<file path="config.mk">
export PLATFORM = sky130hd
export DESIGN_NAME = mc_ctrl_unit
export DESIGN_NICKNAME = d
export VERILOG_FILES = /design/src/rtl/cpu31_pkg.sv /design/src/rtl/cu_decoder.sv /design/src/rtl/mc_ctrl_unit.sv
export SDC_FILE = /design/constraint.sdc
export NUM_CORES = 1
export LEC_CHECK = 0
export CORE_AREA = 3 3 65 67
export CTS_BUF_LIST = sky130_fd_sc_hd__clkbuf_4 sky130_fd_sc_hd__clkbuf_8
export DETAILED_ROUTE_END_ITERATION = 12
export DIE_AREA = 0 0 68 70
export GPL_TIMING_DRIVEN = 0
export HOLD_SLACK_MARGIN = 0.02
export PLACE_DENSITY = 0.8
export SETUP_SLACK_MARGIN = 0.4
export SYNTH_ARGS = -nofsm -noshare
export SYNTH_HDL_FRONTEND = slang
export SYNTH_SLANG_ARGS = --single-unit
</file>
<file path="constraint.sdc">
create_clock -name clk -period 1.8 [get_ports clk]
set_input_delay 0.36 -clock clk [delete_from_list [all_inputs] [get_ports clk]]
set_output_delay 0.36 -clock clk [all_outputs]
set_load 0.02 [all_outputs]
</file>
<file path="src/rtl/cpu31_pkg.sv">
// cpu31_pkg: shared encodings for the CPU31 multi-cycle control path.
// Holds ALUC opcodes, MIPS opcode/funct values, datapath select codes,
// the control FSM state enum and the instruction-class enum.
package cpu31_pkg;

    // ALUC encodings, identical to the ALU's own decode
    localparam logic [3:0] ALUC_ADDU = 4'b0000;
    localparam logic [3:0] ALUC_SUBU = 4'b0001;
    localparam logic [3:0] ALUC_ADD  = 4'b0010;
    localparam logic [3:0] ALUC_SUB  = 4'b0011;
    localparam logic [3:0] ALUC_AND  = 4'b0100;
    localparam logic [3:0] ALUC_OR   = 4'b0101;
    localparam logic [3:0] ALUC_XOR  = 4'b0110;
    localparam logic [3:0] ALUC_NOR  = 4'b0111;
    localparam logic [3:0] ALUC_LUI  = 4'b1000;
    localparam logic [3:0] ALUC_SLTU = 4'b1010;
    localparam logic [3:0] ALUC_SLT  = 4'b1011;
    localparam logic [3:0] ALUC_SRA  = 4'b1100;
    localparam logic [3:0] ALUC_SRL  = 4'b1101;
    localparam logic [3:0] ALUC_SLL  = 4'b1110;

    // Primary opcodes, instr[31:26]
    localparam logic [5:0] OP_RTYPE = 6'h00;
    localparam logic [5:0] OP_J     = 6'h02;
    localparam logic [5:0] OP_JAL   = 6'h03;
    localparam logic [5:0] OP_BEQ   = 6'h04;
    localparam logic [5:0] OP_BNE   = 6'h05;
    localparam logic [5:0] OP_ADDI  = 6'h08;
    localparam logic [5:0] OP_ADDIU = 6'h09;
    localparam logic [5:0] OP_SLTI  = 6'h0A;
    localparam logic [5:0] OP_SLTIU = 6'h0B;
    localparam logic [5:0] OP_ANDI  = 6'h0C;
    localparam logic [5:0] OP_ORI   = 6'h0D;
    localparam logic [5:0] OP_XORI  = 6'h0E;
    localparam logic [5:0] OP_LUI   = 6'h0F;
    localparam logic [5:0] OP_LW    = 6'h23;
    localparam logic [5:0] OP_SW    = 6'h2B;

    // R-type function codes, instr[5:0]
    localparam logic [5:0] FN_SLL  = 6'h00;
    localparam logic [5:0] FN_SRL  = 6'h02;
    localparam logic [5:0] FN_SRA  = 6'h03;
    localparam logic [5:0] FN_SLLV = 6'h04;
    localparam logic [5:0] FN_SRLV = 6'h06;
    localparam logic [5:0] FN_SRAV = 6'h07;
    localparam logic [5:0] FN_JR   = 6'h08;
    localparam logic [5:0] FN_ADD  = 6'h20;
    localparam logic [5:0] FN_ADDU = 6'h21;
    localparam logic [5:0] FN_SUB  = 6'h22;
    localparam logic [5:0] FN_SUBU = 6'h23;
    localparam logic [5:0] FN_AND  = 6'h24;
    localparam logic [5:0] FN_OR   = 6'h25;
    localparam logic [5:0] FN_XOR  = 6'h26;
    localparam logic [5:0] FN_NOR  = 6'h27;
    localparam logic [5:0] FN_SLT  = 6'h2A;
    localparam logic [5:0] FN_SLTU = 6'h2B;

    // ALU operand A select
    localparam logic [1:0] ASEL_RS    = 2'd0;
    localparam logic [1:0] ASEL_SHAMT = 2'd1;
    localparam logic [1:0] ASEL_PC    = 2'd2;
    localparam logic [1:0] ASEL_RSLO  = 2'd3;
    // ALU operand B select
    localparam logic [1:0] BSEL_RT    = 2'd0;
    localparam logic [1:0] BSEL_SIMM  = 2'd1;
    localparam logic [1:0] BSEL_ZIMM  = 2'd2;
    localparam logic [1:0] BSEL_FOUR  = 2'd3;
    // Next-PC source
    localparam logic [1:0] PCSRC_ALU  = 2'd0;
    localparam logic [1:0] PCSRC_BR   = 2'd1;
    localparam logic [1:0] PCSRC_JMP  = 2'd2;
    localparam logic [1:0] PCSRC_RS   = 2'd3;
    // Register-file destination
    localparam logic [1:0] RFDST_RD   = 2'd0;
    localparam logic [1:0] RFDST_RT   = 2'd1;
    localparam logic [1:0] RFDST_RA   = 2'd2;
    // Register-file write data source
    localparam logic [1:0] RFSRC_ALU  = 2'd0;
    localparam logic [1:0] RFSRC_MEM  = 2'd1;
    localparam logic [1:0] RFSRC_PC   = 2'd2;
    localparam logic [1:0] RFSRC_NEG  = 2'd3;

    typedef enum logic [2:0] {
        ST_FETCH  = 3'd0,
        ST_DECODE = 3'd1,
        ST_EXEC   = 3'd2,
        ST_MEM    = 3'd3,
        ST_WB     = 3'd4,
        ST_HALT   = 3'd5
    } cu_state_e;

    // CL_NOP doubles as "unknown encoding"
    typedef enum logic [3:0] {
        CL_NOP = 4'd0,
        CL_ALU = 4'd1,
        CL_BEQ = 4'd2,
        CL_BNE = 4'd3,
        CL_J   = 4'd4,
        CL_JAL = 4'd5,
        CL_JR  = 4'd6,
        CL_LW  = 4'd7,
        CL_SW  = 4'd8
    } instr_class_e;

endpackage

</file>
<file path="src/rtl/cu_decoder.sv">
// cu_decoder: classifies an instruction and produces its ALU opcode and datapath selects.
// Latency: purely combinational. Backpressure: none, evaluated every cycle.
// Ports: i_opcode/i_funct in; o_class, o_alu_op, o_a_sel, o_b_sel, o_rf_dst,
//        o_rf_src, o_illegal (unknown opcode/funct) out.
module cu_decoder
    import cpu31_pkg::*;
(
    input  logic [5:0] i_opcode,
    input  logic [5:0] i_funct,
    output logic [3:0] o_class,
    output logic [3:0] o_alu_op,
    output logic [1:0] o_a_sel,
    output logic [1:0] o_b_sel,
    output logic [1:0] o_rf_dst,
    output logic [1:0] o_rf_src,
    output logic       o_illegal
);

    instr_class_e w_cls;

    always_comb begin
        w_cls    = CL_NOP;
        o_alu_op = ALUC_ADDU;
        o_a_sel  = ASEL_RS;
        o_b_sel  = BSEL_RT;
        o_rf_dst = RFDST_RD;
        o_rf_src = RFSRC_ALU;
        case (i_opcode)
            OP_RTYPE: begin
                case (i_funct)
                    FN_ADD:  begin w_cls = CL_ALU; o_alu_op = ALUC_ADD;  end
                    FN_ADDU: begin w_cls = CL_ALU; o_alu_op = ALUC_ADDU; end
                    FN_SUB:  begin w_cls = CL_ALU; o_alu_op = ALUC_SUB;  end
                    FN_SUBU: begin w_cls = CL_ALU; o_alu_op = ALUC_SUBU; end
                    FN_AND:  begin w_cls = CL_ALU; o_alu_op = ALUC_AND;  end
                    FN_OR:   begin w_cls = CL_ALU; o_alu_op = ALUC_OR;   end
                    FN_XOR:  begin w_cls = CL_ALU; o_alu_op = ALUC_XOR;  end
                    FN_NOR:  begin w_cls = CL_ALU; o_alu_op = ALUC_NOR;  end
                    FN_SLT:  begin w_cls = CL_ALU; o_alu_op = ALUC_SLT;  o_rf_src = RFSRC_NEG; end
                    FN_SLTU: begin w_cls = CL_ALU; o_alu_op = ALUC_SLTU; o_rf_src = RFSRC_NEG; end
                    // Constant shifts take the amount from shamt, variable ones from rs[4:0]
                    FN_SLL:  begin w_cls = CL_ALU; o_alu_op = ALUC_SLL; o_a_sel = ASEL_SHAMT; end
                    FN_SRL:  begin w_cls = CL_ALU; o_alu_op = ALUC_SRL; o_a_sel = ASEL_SHAMT; end
                    FN_SRA:  begin w_cls = CL_ALU; o_alu_op = ALUC_SRA; o_a_sel = ASEL_SHAMT; end
                    FN_SLLV: begin w_cls = CL_ALU; o_alu_op = ALUC_SLL; o_a_sel = ASEL_RSLO;  end
                    FN_SRLV: begin w_cls = CL_ALU; o_alu_op = ALUC_SRL; o_a_sel = ASEL_RSLO;  end
                    FN_SRAV: begin w_cls = CL_ALU; o_alu_op = ALUC_SRA; o_a_sel = ASEL_RSLO;  end
                    FN_JR:   begin w_cls = CL_JR; end
                    default: ;
                endcase
            end
            OP_ADDI:  begin w_cls = CL_ALU; o_alu_op = ALUC_ADD;  o_b_sel = BSEL_SIMM; o_rf_dst = RFDST_RT; end
            OP_ADDIU: begin w_cls = CL_ALU; o_alu_op = ALUC_ADDU; o_b_sel = BSEL_SIMM; o_rf_dst = RFDST_RT; end
            OP_SLTI:  begin w_cls = CL_ALU; o_alu_op = ALUC_SLT;  o_b_sel = BSEL_SIMM; o_rf_dst = RFDST_RT; o_rf_src = RFSRC_NEG; end
            OP_SLTIU: begin w_cls = CL_ALU; o_alu_op = ALUC_SLTU; o_b_sel = BSEL_SIMM; o_rf_dst = RFDST_RT; o_rf_src = RFSRC_NEG; end
            OP_ANDI:  begin w_cls = CL_ALU; o_alu_op = ALUC_AND;  o_b_sel = BSEL_ZIMM; o_rf_dst = RFDST_RT; end
            OP_ORI:   begin w_cls = CL_ALU; o_alu_op = ALUC_OR;   o_b_sel = BSEL_ZIMM; o_rf_dst = RFDST_RT; end
            OP_XORI:  begin w_cls = CL_ALU; o_alu_op = ALUC_XOR;  o_b_sel = BSEL_ZIMM; o_rf_dst = RFDST_RT; end
            OP_LUI:   begin w_cls = CL_ALU; o_alu_op = ALUC_LUI;  o_b_sel = BSEL_ZIMM; o_rf_dst = RFDST_RT; end
            OP_BEQ:   begin w_cls = CL_BEQ; o_alu_op = ALUC_SUBU; end
            OP_BNE:   begin w_cls = CL_BNE; o_alu_op = ALUC_SUBU; end
            OP_J:     begin w_cls = CL_J; end
            OP_JAL:   begin w_cls = CL_JAL; o_rf_dst = RFDST_RA; o_rf_src = RFSRC_PC; end
            OP_LW:    begin w_cls = CL_LW; o_b_sel = BSEL_SIMM; o_rf_dst = RFDST_RT; o_rf_src = RFSRC_MEM; end
            OP_SW:    begin w_cls = CL_SW; o_b_sel = BSEL_SIMM; end
            default: ;
        endcase
    end

    assign o_class   = w_cls;
    assign o_illegal = (w_cls == CL_NOP);

endmodule

</file>
<file path="src/rtl/mc_ctrl_unit.sv">
// mc_ctrl_unit: multi-cycle FETCH/DECODE/EXEC/MEM/WB sequencer for the CPU31 MIPS core.
// Latency: ALU/LUI/SLT 4 cycles, LW 5, SW 4, branch/jump 3, plus one per memory wait cycle.
// Backpressure: stalls in FETCH/MEM until mem_ready; optional timeout via CU_MEM_WAIT_MAX.
// Ports: clk, rst (async, active-high), instr (IR), zero/negative (ALU flags), mem_ready in;
//        alu_op, alu_a_sel, alu_b_sel, pc_we, ir_we, rf_we, mem_req, mem_we, pc_src,
//        rf_dst, rf_src, illegal, mem_timeout out.
// Build option: define CU_ILLEGAL_TRAP_EN to trap unknown encodings into HALT with
//        illegal=1; otherwise they retire as NOPs and illegal stays 0.
module mc_ctrl_unit
    import cpu31_pkg::*;
#(
    parameter int unsigned CU_MEM_WAIT_MAX = 0
) (
    input  logic        clk,
    input  logic        rst,
    input  logic [31:0] instr,
    input  logic        zero,
    input  logic        negative,
    input  logic        mem_ready,
    output logic [3:0]  alu_op,
    output logic [1:0]  alu_a_sel,
    output logic [1:0]  alu_b_sel,
    output logic        pc_we,
    output logic        ir_we,
    output logic        rf_we,
    output logic        mem_req,
    output logic        mem_we,
    output logic [1:0]  pc_src,
    output logic [1:0]  rf_dst,
    output logic [1:0]  rf_src,
    output logic        illegal,
    output logic        mem_timeout
);

    cu_state_e    r_state, w_next;
    instr_class_e r_class;
    logic [3:0]   r_alu_op;
    logic [1:0]   r_a_sel, r_b_sel, r_rf_dst, r_rf_src;
    logic [31:0]  r_wait;
    logic         r_timeout;

    logic [3:0]   w_dec_class, w_dec_alu_op;
    logic [1:0]   w_dec_a_sel, w_dec_b_sel, w_dec_rf_dst, w_dec_rf_src;
    logic         w_dec_illegal;

    logic [3:0]   w_alu_op;
    logic [1:0]   w_a_sel, w_b_sel, w_pc_src, w_rf_dst, w_rf_src;
    logic         w_pc_we, w_ir_we, w_rf_we, w_mem_req, w_mem_we;
    logic         w_waiting, w_wait_hit;

    // The datapath consumes negative directly via rf_src; the rest of instr is operand fields
    logic         w_unused;
    assign w_unused = ^{instr[25:6], negative};

    cu_decoder u_dec (
        .i_opcode  (instr[31:26]),
        .i_funct   (instr[5:0]),
        .o_class   (w_dec_class),
        .o_alu_op  (w_dec_alu_op),
        .o_a_sel   (w_dec_a_sel),
        .o_b_sel   (w_dec_b_sel),
        .o_rf_dst  (w_dec_rf_dst),
        .o_rf_src  (w_dec_rf_src),
        .o_illegal (w_dec_illegal)
    );

    // A wait cycle is one spent in a memory state without mem_ready
    assign w_waiting  = ((r_state == ST_FETCH) || (r_state == ST_MEM)) && !mem_ready;
    assign w_wait_hit = (CU_MEM_WAIT_MAX != 0) && w_waiting
                        && ((r_wait + 32'd1) == CU_MEM_WAIT_MAX);

    always_ff @(posedge clk or posedge rst) begin
        if (rst) begin
            r_state <= ST_FETCH;
        end else begin
            r_state <= w_next;
        end
    end

    // Decode results are captured on leaving DECODE and held through EXEC/MEM/WB
    always_ff @(posedge clk or posedge rst) begin
        if (rst) begin
            r_class  <= CL_NOP;
            r_alu_op <= ALUC_ADDU;
            r_a_sel  <= ASEL_RS;
            r_b_sel  <= BSEL_RT;
            r_rf_dst <= RFDST_RD;
            r_rf_src <= RFSRC_ALU;
        end else if (r_state == ST_DECODE) begin
            r_class  <= instr_class_e'(w_dec_class);
            r_alu_op <= w_dec_alu_op;
            r_a_sel  <= w_dec_a_sel;
            r_b_sel  <= w_dec_b_sel;
            r_rf_dst <= w_dec_rf_dst;
            r_rf_src <= w_dec_rf_src;
        end
    end

    always_ff @(posedge clk or posedge rst) begin
        if (rst) begin
            r_wait    <= 32'd0;
            r_timeout <= 1'b0;
        end else begin
            if (w_waiting && (CU_MEM_WAIT_MAX != 0)) begin
                r_wait <= r_wait + 32'd1;
            end else begin
                r_wait <= 32'd0;
            end
            if (w_wait_hit) begin
                r_timeout <= 1'b1;
            end
        end
    end

`ifdef CU_ILLEGAL_TRAP_EN
    logic r_illegal;
    always_ff @(posedge clk or posedge rst) begin
        if (rst) begin
            r_illegal <= 1'b0;
        end else if ((r_state == ST_DECODE) && w_dec_illegal) begin
            r_illegal <= 1'b1;
        end
    end
    assign illegal = r_illegal;
`else
    assign illegal = 1'b0;
`endif

    always_comb begin
        w_next    = r_state;
        w_alu_op  = r_alu_op;
        w_a_sel   = r_a_sel;
        w_b_sel   = r_b_sel;
        w_rf_dst  = r_rf_dst;
        w_rf_src  = r_rf_src;
        w_pc_src  = PCSRC_ALU;
        w_pc_we   = 1'b0;
        w_ir_we   = 1'b0;
        w_rf_we   = 1'b0;
        w_mem_req = 1'b0;
        w_mem_we  = 1'b0;
        case (r_state)
            ST_FETCH: begin
                // ALU computes PC+4 while the instruction is fetched
                w_mem_req = 1'b1;
                w_alu_op  = ALUC_ADDU;
                w_a_sel   = ASEL_PC;
                w_b_sel   = BSEL_FOUR;
                w_rf_dst  = RFDST_RD;
                w_rf_src  = RFSRC_ALU;
                if (mem_ready) begin
                    w_ir_we = 1'b1;
                    w_pc_we = 1'b1;
                    w_next  = ST_DECODE;
                end else if (w_wait_hit) begin
                    w_next  = ST_HALT;
                end
            end
            ST_DECODE: begin
                w_alu_op = w_dec_alu_op;
                w_a_sel  = w_dec_a_sel;
                w_b_sel  = w_dec_b_sel;
                w_rf_dst = w_dec_rf_dst;
                w_rf_src = w_dec_rf_src;
                if (w_dec_illegal) begin
`ifdef CU_ILLEGAL_TRAP_EN
                    w_next = ST_HALT;
`else
                    w_next = ST_FETCH;
`endif
                end else begin
                    w_next = ST_EXEC;
                end
            end
            ST_EXEC: begin
                w_next = ST_FETCH;
                case (r_class)
                    CL_ALU: w_next = ST_WB;
                    CL_BEQ: if (zero)  begin w_pc_we = 1'b1; w_pc_src = PCSRC_BR; end
                    CL_BNE: if (!zero) begin w_pc_we = 1'b1; w_pc_src = PCSRC_BR; end
                    CL_J:   begin w_pc_we = 1'b1; w_pc_src = PCSRC_JMP; end
                    // Link register write rides on the jump cycle; selects come from decode
                    CL_JAL: begin w_pc_we = 1'b1; w_pc_src = PCSRC_JMP; w_rf_we = 1'b1; end
                    CL_JR:  begin w_pc_we = 1'b1; w_pc_src = PCSRC_RS; end
                    CL_LW,
                    CL_SW:  w_next = ST_MEM;
                    default: ;
                endcase
            end
            ST_MEM: begin
                w_mem_req = 1'b1;
                w_mem_we  = (r_class == CL_SW);
                if (mem_ready) begin
                    w_next = (r_class == CL_LW) ? ST_WB : ST_FETCH;
                end else if (w_wait_hit) begin
                    w_next = ST_HALT;
                end
            end
            ST_WB: begin
                w_rf_we = 1'b1;
                w_next  = ST_FETCH;
            end
            ST_HALT: ;
            default: w_next = ST_FETCH;
        endcase
    end

    // Gating with rst drops every output asynchronously, abandoning any in-flight write
    assign alu_op      = rst ? 4'd0 : w_alu_op;
    assign alu_a_sel   = rst ? 2'd0 : w_a_sel;
    assign alu_b_sel   = rst ? 2'd0 : w_b_sel;
    assign pc_src      = rst ? 2'd0 : w_pc_src;
    assign rf_dst      = rst ? 2'd0 : w_rf_dst;
    assign rf_src      = rst ? 2'd0 : w_rf_src;
    assign pc_we       = !rst && w_pc_we;
    assign ir_we       = !rst && w_ir_we;
    assign rf_we       = !rst && w_rf_we;
    assign mem_req     = !rst && w_mem_req;
    assign mem_we      = !rst && w_mem_we;
    assign mem_timeout = r_timeout;

endmodule

</file>
# Yosys cells after proc, flatten, opt, wreduce, memory -nomap -nowiden

Index checks and enable logic that the tools add are counted.

Register bits after elaboration: 19
Input bits: 37
Output and inout port bits: 21
Word-level logic and storage cells: 122

Equality and inequality tests: 45
Muxes and demuxes: 41
Bitwise operators: 1
Reduce and logical (&&, ||, !) cells: 28

Operator list:

| cell                                                 | count |
|---|---|
| equality test 6 bit (second input constant)          | 12 |
| equality test 6 x 4 -> 1 bit (second input constant) | 9 |
| case mux 4 bit (12 select lines)                     | 1 |
| case mux 4 bit (9 select lines)                      | 1 |
| case mux 4 bit (8 select lines)                      | 1 |
| equality test 6 x 3 -> 1 bit (second input constant) | 5 |
| case mux 2 bit (2 select lines)                      | 7 |
| equality test 6 x 2 -> 1 bit (second input constant) | 4 |
| 2-to-1 mux 2 bit                                     | 9 |
| OR reduction 2 bit                                   | 9 |
| equality test 4 x 3 -> 1 bit (second input constant) | 4 |
| case mux 2 bit (4 select lines)                      | 2 |
| OR reduction 16 bit                                  | 1 |
| case mux 3 bit (5 select lines)                      | 1 |
| logical NOT 6 bit                                    | 2 |
| case mux 3 bit (2 select lines)                      | 2 |
| 2-to-1 mux 1 bit                                     | 9 |
| 2-to-1 mux 3 bit                                     | 3 |
| OR reduction 3 bit                                   | 3 |
| OR reduction 9 bit                                   | 1 |
| equality test 4 x 2 -> 1 bit (second input constant) | 2 |
| case mux 4 bit (2 select lines)                      | 1 |
| OR reduction 8 bit                                   | 1 |
| equality test 3 x 2 -> 1 bit (second input constant) | 2 |
| 16 further kinds                                     | 23 |

# Longest topological paths before layout

Depth in word-level cells: 7
Mapped depth: 7
Depth with buffers taken out: 5

# Cells and area by module

A second synthesis with hierarchy kept.

Cells, all modules: 177
Area total of the unflattened synthesis: 1,587.8 um2

By module, submodules not included:

| module       | times used | cells an instance | area each (um2) | sequential area each (um2) |
|---|---|---|---|---|
| mc_ctrl_unit | 1          | 100               | 1,098.6         | 475.5 |
| cu_decoder   | 1          | 77                | 489.2           | 0.0 |

# Least setup slack after synthesis

Ideal clock, no wire load.

Path kind: register -> output
Start point: register r_class[2]
End point: output mem_we
Arrival time: 1,601 ps
Data required time: 1,440 ps
Setup slack: -161 ps
Cell stages (with the launch flop): 4
Path buffers: 1
Cell sequence: dfrtp_1 > buf_2 > or4b_1 > nor4_1

Longest elaborated chain between the ends: 3

RTL lines:

| item                   | RTL line            | text |
|---|---|---|
| start, declared        | mc_ctrl_unit.sv:36  | `instr_class_e r_class;` |
| start signal, assigned | mc_ctrl_unit.sv:90  | `r_class <= instr_class_e'(w_dec_class);` |
| equality test 4 bit    | mc_ctrl_unit.sv:192 | `w_mem_we = (r_class == CL_SW);` |
| 2-to-1 mux 1 bit       | mc_ctrl_unit.sv:142 | `case (r_state)` |
| logical AND 1 bit      | mc_ctrl_unit.sv:219 | `assign mem_we = !rst && w_mem_we;` |
| end, declared          | mc_ctrl_unit.sv:27  | `output logic mem_we,` |

Every way passes these cells.

# Worst setup path after layout

Start point: register r_state[1]
End point: output rf_src[0]

Longest elaborated chain between the ends: 3
Elaborated cells between the ends (all ways): 4
Those cells by class: 1 x eq/ne; 2 x mux; 1 x reduce/logical

RTL lines:

| item                                                              | RTL line            | text |
|---|---|---|
| start, declared                                                   | mc_ctrl_unit.sv:35  | `cu_state_e r_state, w_next;` |
| start signal, assigned                                            | mc_ctrl_unit.sv:76  | `r_state <= w_next;` |
| equality test 3 x 1 -> 1 bit or logical NOT 3 bit (tied branches) | mc_ctrl_unit.sv:142 |  |
| case mux 2 bit (2 select lines) *                                 | mc_ctrl_unit.sv:142 |  |
| 2-to-1 mux 2 bit *                                                | mc_ctrl_unit.sv:214 | `assign rf_src = rst ? 2'd0 : w_rf_src;` |
| end, declared                                                     | mc_ctrl_unit.sv:30  | `output logic [1:0] rf_src,` |

Mark *: on every way between the ends. The rest lies on a longest branch, timed or not.

==> flow_metrics.env <==
export IMPL_outcome="finished, violations left"
export IMPL_violations="negative setup slack"
export IMPL_yosysTopAreaCell="dfrtp_1"
export IMPL_syn_to_final_growth_pct=83.0
export IMPL_synth_area_leaders="dfrtp_1 (28%), nand2_1 (9.0%), a21oi_1 (5.3%), nor2_1 (4.6%), buf_2 (2.6%)"
export IMPL_hold_viol=0
export IMPL_critPathBufInv=3
export IMPL_clock_latency_ns=0.27
export IMPL_final_common_cell="buf_4"
export IMPL_design_area_um2=3130
export IMPL_wl_um=7240
export IMPL_rr_endpoint="r_rf_dst[1]"
export IMPL_gr_usage_all_layers_pct=25.9
export IMPL_cp_max_fo=5
export IMPL_gp_congestion=0.911
export IMPL_cts_tree="built"
export IMPL_numCtsBuffers=3
export IMPL_finalCritPeriodShare_pct=125
export IMPL_ys_ff_latch=19
export IMPL_place_detailed_hpwl_um=3450
export IMPL_cts_sinks=19
export IMPL_dieArea_um2=4760
export IMPL_ir_drop_mv=0.419
export IMPL_finish_utilization_pct=84.9
export IMPL_grt_ovfl_total=0
export IMPL_placed_area_um2=2380
export IMPL_arrival_ns=1.89
export IMPL_placementRows=22
export IMPL_min_path_type="input pin to async pin"
export IMPL_clock_root_buffer="clkbuf_8"
export IMPL_grt_pass1_wl_um=9650
export IMPL_r2r_start="r_state[1]"
export IMPL_synth_yosys_seq_area_share_pct=27.8
export IMPL_yosysUniqueCellTypes=59
export IMPL_drc=0
export IMPL_skew_ns=0.00351
export IMPL_netlist_area_um2=1710
export IMPL_drtIter0Drc=138
export IMPL_p_leak_nw=1.39
export IMPL_mostFrequentLayoutCells="buf_4 (39), buf_6 (34), nand2_1 (22)"
export IMPL_core_um2=3690
export IMPL_synth_edf_count=0
export IMPL_synth_top_area_share_pct=27.8
export IMPL_start_util_pct=46.4
export IMPL_critical_path_max_stage_delay_ns=0.39
export IMPL_start_kind="flop"
export IMPL_antenna_cells=0
export IMPL_power_density_nw_per_um2=476
export IMPL_clk_pin_slew_ns=0.08
export IMPL_reg2regPathDepth=11
export IMPL_max_freq_mhz=445
export IMPL_maxCapViolations=0
export IMPL_path_cells="buf_6 > nor2_4 > nand2_2 > buf_8 > a2111oi_4 > nand2_2 > a21oi_4 > buf_6"
export IMPL_rsz0062_at_grt="true"
export IMPL_antenna_found_initial=0
export IMPL_die_width_um=68
export IMPL_drtPass1Iterations=4
export IMPL_setup_violations=22
export IMPL_end_kind="output port"
export IMPL_synth_async_reset_ratio_pct=100
export IMPL_yosys_most_used_dff="dfrtp_1"
export IMPL_slew_violations=0
export IMPL_cts_htree_levels=1
export IMPL_yosys_warnings=0
export IMPL_via_per_inst=6.14
export IMPL_cp_top_family="compound AO/OA/AOI/OAI gates"
export IMPL_portBuffers=31
export IMPL_io_pins=58
export IMPL_ant_nets=0
export IMPL_worstPathRequired_ns=1.44
export IMPL_num_vias=2197
export IMPL_clk_path_buf_depth=2
export IMPL_postCtsHoldBufs=0
export IMPL_max_slew_worst_pin_slew_ns=0.557
export IMPL_grt_max_degree=12
export IMPL_ff2ff_setup_slack_ns=-0.07
export IMPL_post_drt_wl_per_cell_um=20.2
export IMPL_grt_pass1_vias=2035
export IMPL_layout_drive_gt1_share_pct=63.2
export IMPL_die_h_um=70
export IMPL_cpMaxStageDelayCell="dfrtp_1"
export IMPL_nNetsFinal=348
export IMPL_synth_cells=226
export IMPL_layout_setup_ws_ns=-0.449
export IMPL_finalCriticalPeriod_ns=2.25
export IMPL_worst_slew_margin_rel_pct=62.7
export IMPL_critical_path_class="flop to output port"
export IMPL_postSynthAreaPerCell_um2=7.57
## worst max-delay path by stage
stage	from	end	slack, ns	cells past startpoint
after floorplan	instr[29]	rf_src[1]	0.006	6
after global placement	rst	pc_we	-1.23	5
after detailed placement	rst	pc_we	-1.23	5
after CTS	r_state[1]	rf_src[0]	-0.32	8
after global routing	r_state[1]	rf_src[0]	-0.48	8
final	r_state[1]	rf_src[0]	-0.45	8
## flip-flops by register name, summed over array words and instances, names as in the netlist
register / cells
r_a_sel: 2
r_rf_src: 2
r_rf_dst: 2
r_state: 3
r_b_sel: 2
r_class: 4
r_alu_op: 4
## where the power goes
group          switching [mW]  total (mW)  leakage, nW  internal (mW)
Clock                   0.159       0.314       0.0255          0.155
Sequential             0.0174       0.461        0.257          0.443
Combinational           0.370       0.717         1.11          0.347
## synth_stat cells (2+ instances only)
cell type  instances
nand3_1            3
nor2_2             2
nand2_1           41
nor3_1             6
nand2b_1           7
buf_6              2
and3b_1            2
buf_4              4
o22ai_1            2
buf_2              9
and4b_1            2
nor4_1             3
o32ai_1            2
o21bai_1           2
inv_1              8
and2_1             2
a21o_1             4
nor2_1            21
o21ai_0            9
and3_1             2
a2bb2oi_1          2
o21ai_1            9
clkbuf_1           3
mux2_2             2
dfrtp_1           19
nor2b_1            4
and2b_1            2
a21oi_1           18
a211oi_1           2
a221oi_1           2
nor2b_2            2
## stage by stage
step / instances / setup TNS (ns) / power [mW] / setup WS [ns] / hold WS [ns]
after detailed placement: 306 / -20.07 / 0.900 / -1.23 / 0.466
final: 358 / -5.08 / 1.49 / -0.449 / 0.214
after floorplan: 227 / 0 / 0.774 / 0.00558 / 0.216
after CTS: 344 / -3.10 / 1.33 / -0.322 / 0.216
after global placement: 306 / -19.86 / 0.894 / -1.23 / 0.458
after global routing: 358 / -6.02 / 1.54 / -0.482 / 0.240
## worst reg2reg max path: stages, from the launching register on
cell and delay, ns:
dfrtp_1 0.39, buf_6 0.13, nor2_4 0.10, nand2_2 0.10, buf_8 0.15, buf_4 0.13
buf_6 0.12, buf_8 0.14, buf_6 0.12, buf_6 0.10, buf_6 0.12, a21o_1 0.18
## repair_timing
action,4_1_cts,5_1_grt
hold endpoints to repair,0,0
resized for setup,195,49
endpoints found under the setup margin,37,37
pin swaps,30,29
setup buffers,32,13
cloned,2,1
## area by class of cell
type / count / area (um2)
fillers: 206 / 558
plain buffers: 18 / 210
flip-flops and latches: 19 / 479
clock buffers: 3 / 41.3
inverters: 8 / 33.8
multi-input cells: 182 / 1570
repair buffers: 78 / 729
clock inverters: 1 / 5.00
well taps: 48 / 60.1
repair inverters: 1 / 5.00
## routing by layer
layer	wire length, um	track usage, %
met4	347	7.28
met5	0	0
met3	603	4.98
met1	2610	31.1
met2	3680	45.4
## logic make-up after synthesis
logic type / share of synthesized area (%)
buffers and inverters: 8.12
muxes: 1.90
other: 0.219
xor gates and xnor gates: 0.512
and+or+nand+nor: 35.6
DFF: 27.8
AOI/OAI and AO/OA: 25.9
Note: power is estimated with default switching activity, not from simulation.
==> edit, RTL diff (config.mk and constraints unchanged) <==
Encoding of `cu_state_e`: now one-hot (6 bits for 6 states).
--- a/src/rtl/cpu31_pkg.sv
+++ b/src/rtl/cpu31_pkg.sv
@@ -81,11 +81,11 @@
     localparam logic [1:0] RFSRC_NEG  = 2'd3;
 
-    typedef enum logic [2:0] {
-        ST_FETCH  = 3'd0,
-        ST_DECODE = 3'd1,
-        ST_EXEC   = 3'd2,
-        ST_MEM    = 3'd3,
-        ST_WB     = 3'd4,
-        ST_HALT   = 3'd5
+    typedef enum logic [5:0] {
+        ST_FETCH  = 6'b000001,
+        ST_DECODE = 6'b000010,
+        ST_EXEC   = 6'b000100,
+        ST_MEM    = 6'b001000,
+        ST_WB     = 6'b010000,
+        ST_HALT   = 6'b100000
     } cu_state_e;
 
Function: same outputs for any inputs over 10 cycles, from zero or initial values and one cycle with rst high; not proved beyond that.
==> edit against the original RTL <==
  * The run still ends with negative setup slack left
  * Area after synthesis down 1.3%
  * Sequential cell count up 2
  * Wire length up 26%
  * Worst setup slack worse by 0.22 ns
  * Count of clock-buffer cells in the layout up 1
  * Final area up 8.6%
  * First-iteration DRC count up 92%
  * Worst hold slack better by 0.066 ns
  * Non-clock buffer count up 28
Power is not compared: it rests on default switching activity, and its combinational part moved more than twofold at a synthesized area within 25%.
==> edit: results (changes against the original RTL) <==
| Metric | Value |
|---|---|
| Slowest cell delay on critical path | `0.59 ns (was 0.39 ns)` |
| Synth unique cells | `51 (was 59)` |
| Outcome | `complete, but fails checks (unchanged)` |
| Number of DRC markers in iteration 0 | `265 (was 138)` |
| Largest net degree at the start of global routing | `24 (was 12)` |
| Nets | `383 (was 348)` |
| Synth area leaders | `dfrtp_1 30%, nand2_1 11%, o21ai_0 5.3% (was dfrtp_1 28%, nand2_1 9.0%, a21oi_1 5.3%)` |
| Worst reg2reg setup slack | `-0.33 ns (was -0.07 ns)` |
| DR pass1 iterations | `5 (was 4)` |
| First-pass GRT wire length | `10800 um (was 9650 um)` |
| CP max FO | `4 (was 5)` |
| Worst path arrival time | `2.11 ns (was 1.89 ns)` |
| Routed WL | `9150 um (was 7240 um)` |
| WHS | `0.280 ns (was 0.214 ns)` |
| Violated checks | `negative setup slack (unchanged)` |
| Final setup viols | `21 (was 22)` |
| Setup WS post-layout | `-0.667 ns (was -0.449 ns)` |
| Proportion of layout cells with a drive suffix above 1 | `59.1% (was 63.2%)` |
| Delay-heaviest family, CP | `simple AND/OR/NAND/NOR gates (was compound AO/OA/AOI/OAI gates)` |
| Number of global-route vias before repair | `2179 (was 2035)` |
| Synth cell count leaders | `49 x nand2_1, 20 x dfrtp_1, 20 x nor2_1 (was 41 x nand2_1, 21 x nor2_1, 19 x dfrtp_1)` |
| Crit-path slowest cell | `or4b_4 (was dfrtp_1)` |
| Vias post-DR | `2559 (was 2197)` |
| Fin Clk Skew | `0.00673 ns (was 0.00351 ns)` |
| GPL Wtd Cong | `0.940 (was 0.911)` |
| Pre-CTS setup slack | `-1.37 ns (was -1.23 ns)` |
| Dpl hpwl | `3410 um (was 3450 um)` |
| Total Routing Usage GR | `29.7% (was 25.9%)` |
[edit: cell types whose count changed after synthesis, sizes merged, moves of 3 or more]
cell    delta
a31oi      +4
a32oi      +3
and3       -3
buf       -10
clkbuf     +8
nand2      +8
nand2b     -5
nand3      +3
nor2       -3
nor4       -3
xnor2      +3
[edit: where the power goes]
group          switching [W]  total, W  internal (W)
registers           0.000110  0.000716      0.000606
logic                0.00117   0.00228       0.00112
clock network       0.000177  0.000350      0.000174
[edit: worst max path at each step]
stage                           from      endpoint  slack, ns  cells after the start
after global routing      r_state[4]     rf_dst[1]      -0.70                      6
after floorplan           r_state[3]     rf_dst[1]      -0.12                      4
after CTS                 r_state[3]     alu_op[2]      -0.51                      8
after global placement     instr[31]     alu_op[0]      -1.34                      7
after detailed placement   instr[31]  alu_a_sel[1]      -1.37                      7
final                     r_state[4]     rf_dst[1]      -0.67                      6
[edit: cell type report]
class | instances | area (um^2)
plain buffers | 16 | 164
repair buffers | 108 | 982
clock buffers | 4 | 48.8
well taps | 48 | 60.1
inverters | 8 | 33.8
fillers | 135 | 289
multi-input cells | 188 | 1580
flip-flops and latches | 21 | 532
[edit: what timing repair did]
item,4_1_cts,5_1_grt
pin swaps,34,29
endpoints found under the hold margin,0,0
gates resized for setup,187,82
buffers inserted,53,24
endpoints found under the setup margin,39,40
[edit: stage by stage]
| step | total power [W] | cells | utilization, % |
|---|---|---|---|
| 3_3_place_gp | 0.00169 | 312 | 62.0 |
| 2_1_floorplan | 0.00140 | 233 | - |
| 4_1_cts | 0.00270 | 369 | 80.3 |
| 5_1_grt | 0.00345 | 393 | 92.2 |
| 6_report | 0.00335 | 393 | 92.2 |
| 3_5_place_dp | 0.00171 | 312 | 62.0 |
[edit: routing by layer]
metal	GRT usage [%]	vias up	part of all wire [%]
met2	48.9	234	48
met4	14.3	0	5.7
met1	37.2	1218	37
li1	-	1052	-
met3	3.86	55	8.8
met5	0	-	0
[edit: kinds of logic after synthesis]
| kind of cell | after synthesis | share of synthesized area, % |
|---|---|---|
| flip-flops | 21 | 31.2 |
| AO/OA/AOI/OAI | 65 | 24.8 |
| multiplexers | 2 | 1.26 |
| XOR/XNOR | 4 | 2.08 |
| AND/OR/NAND/NOR | 115 | 34.2 |
| buffers and inverters | 24 | 6.30 |
| other | 1 | 0.222 |
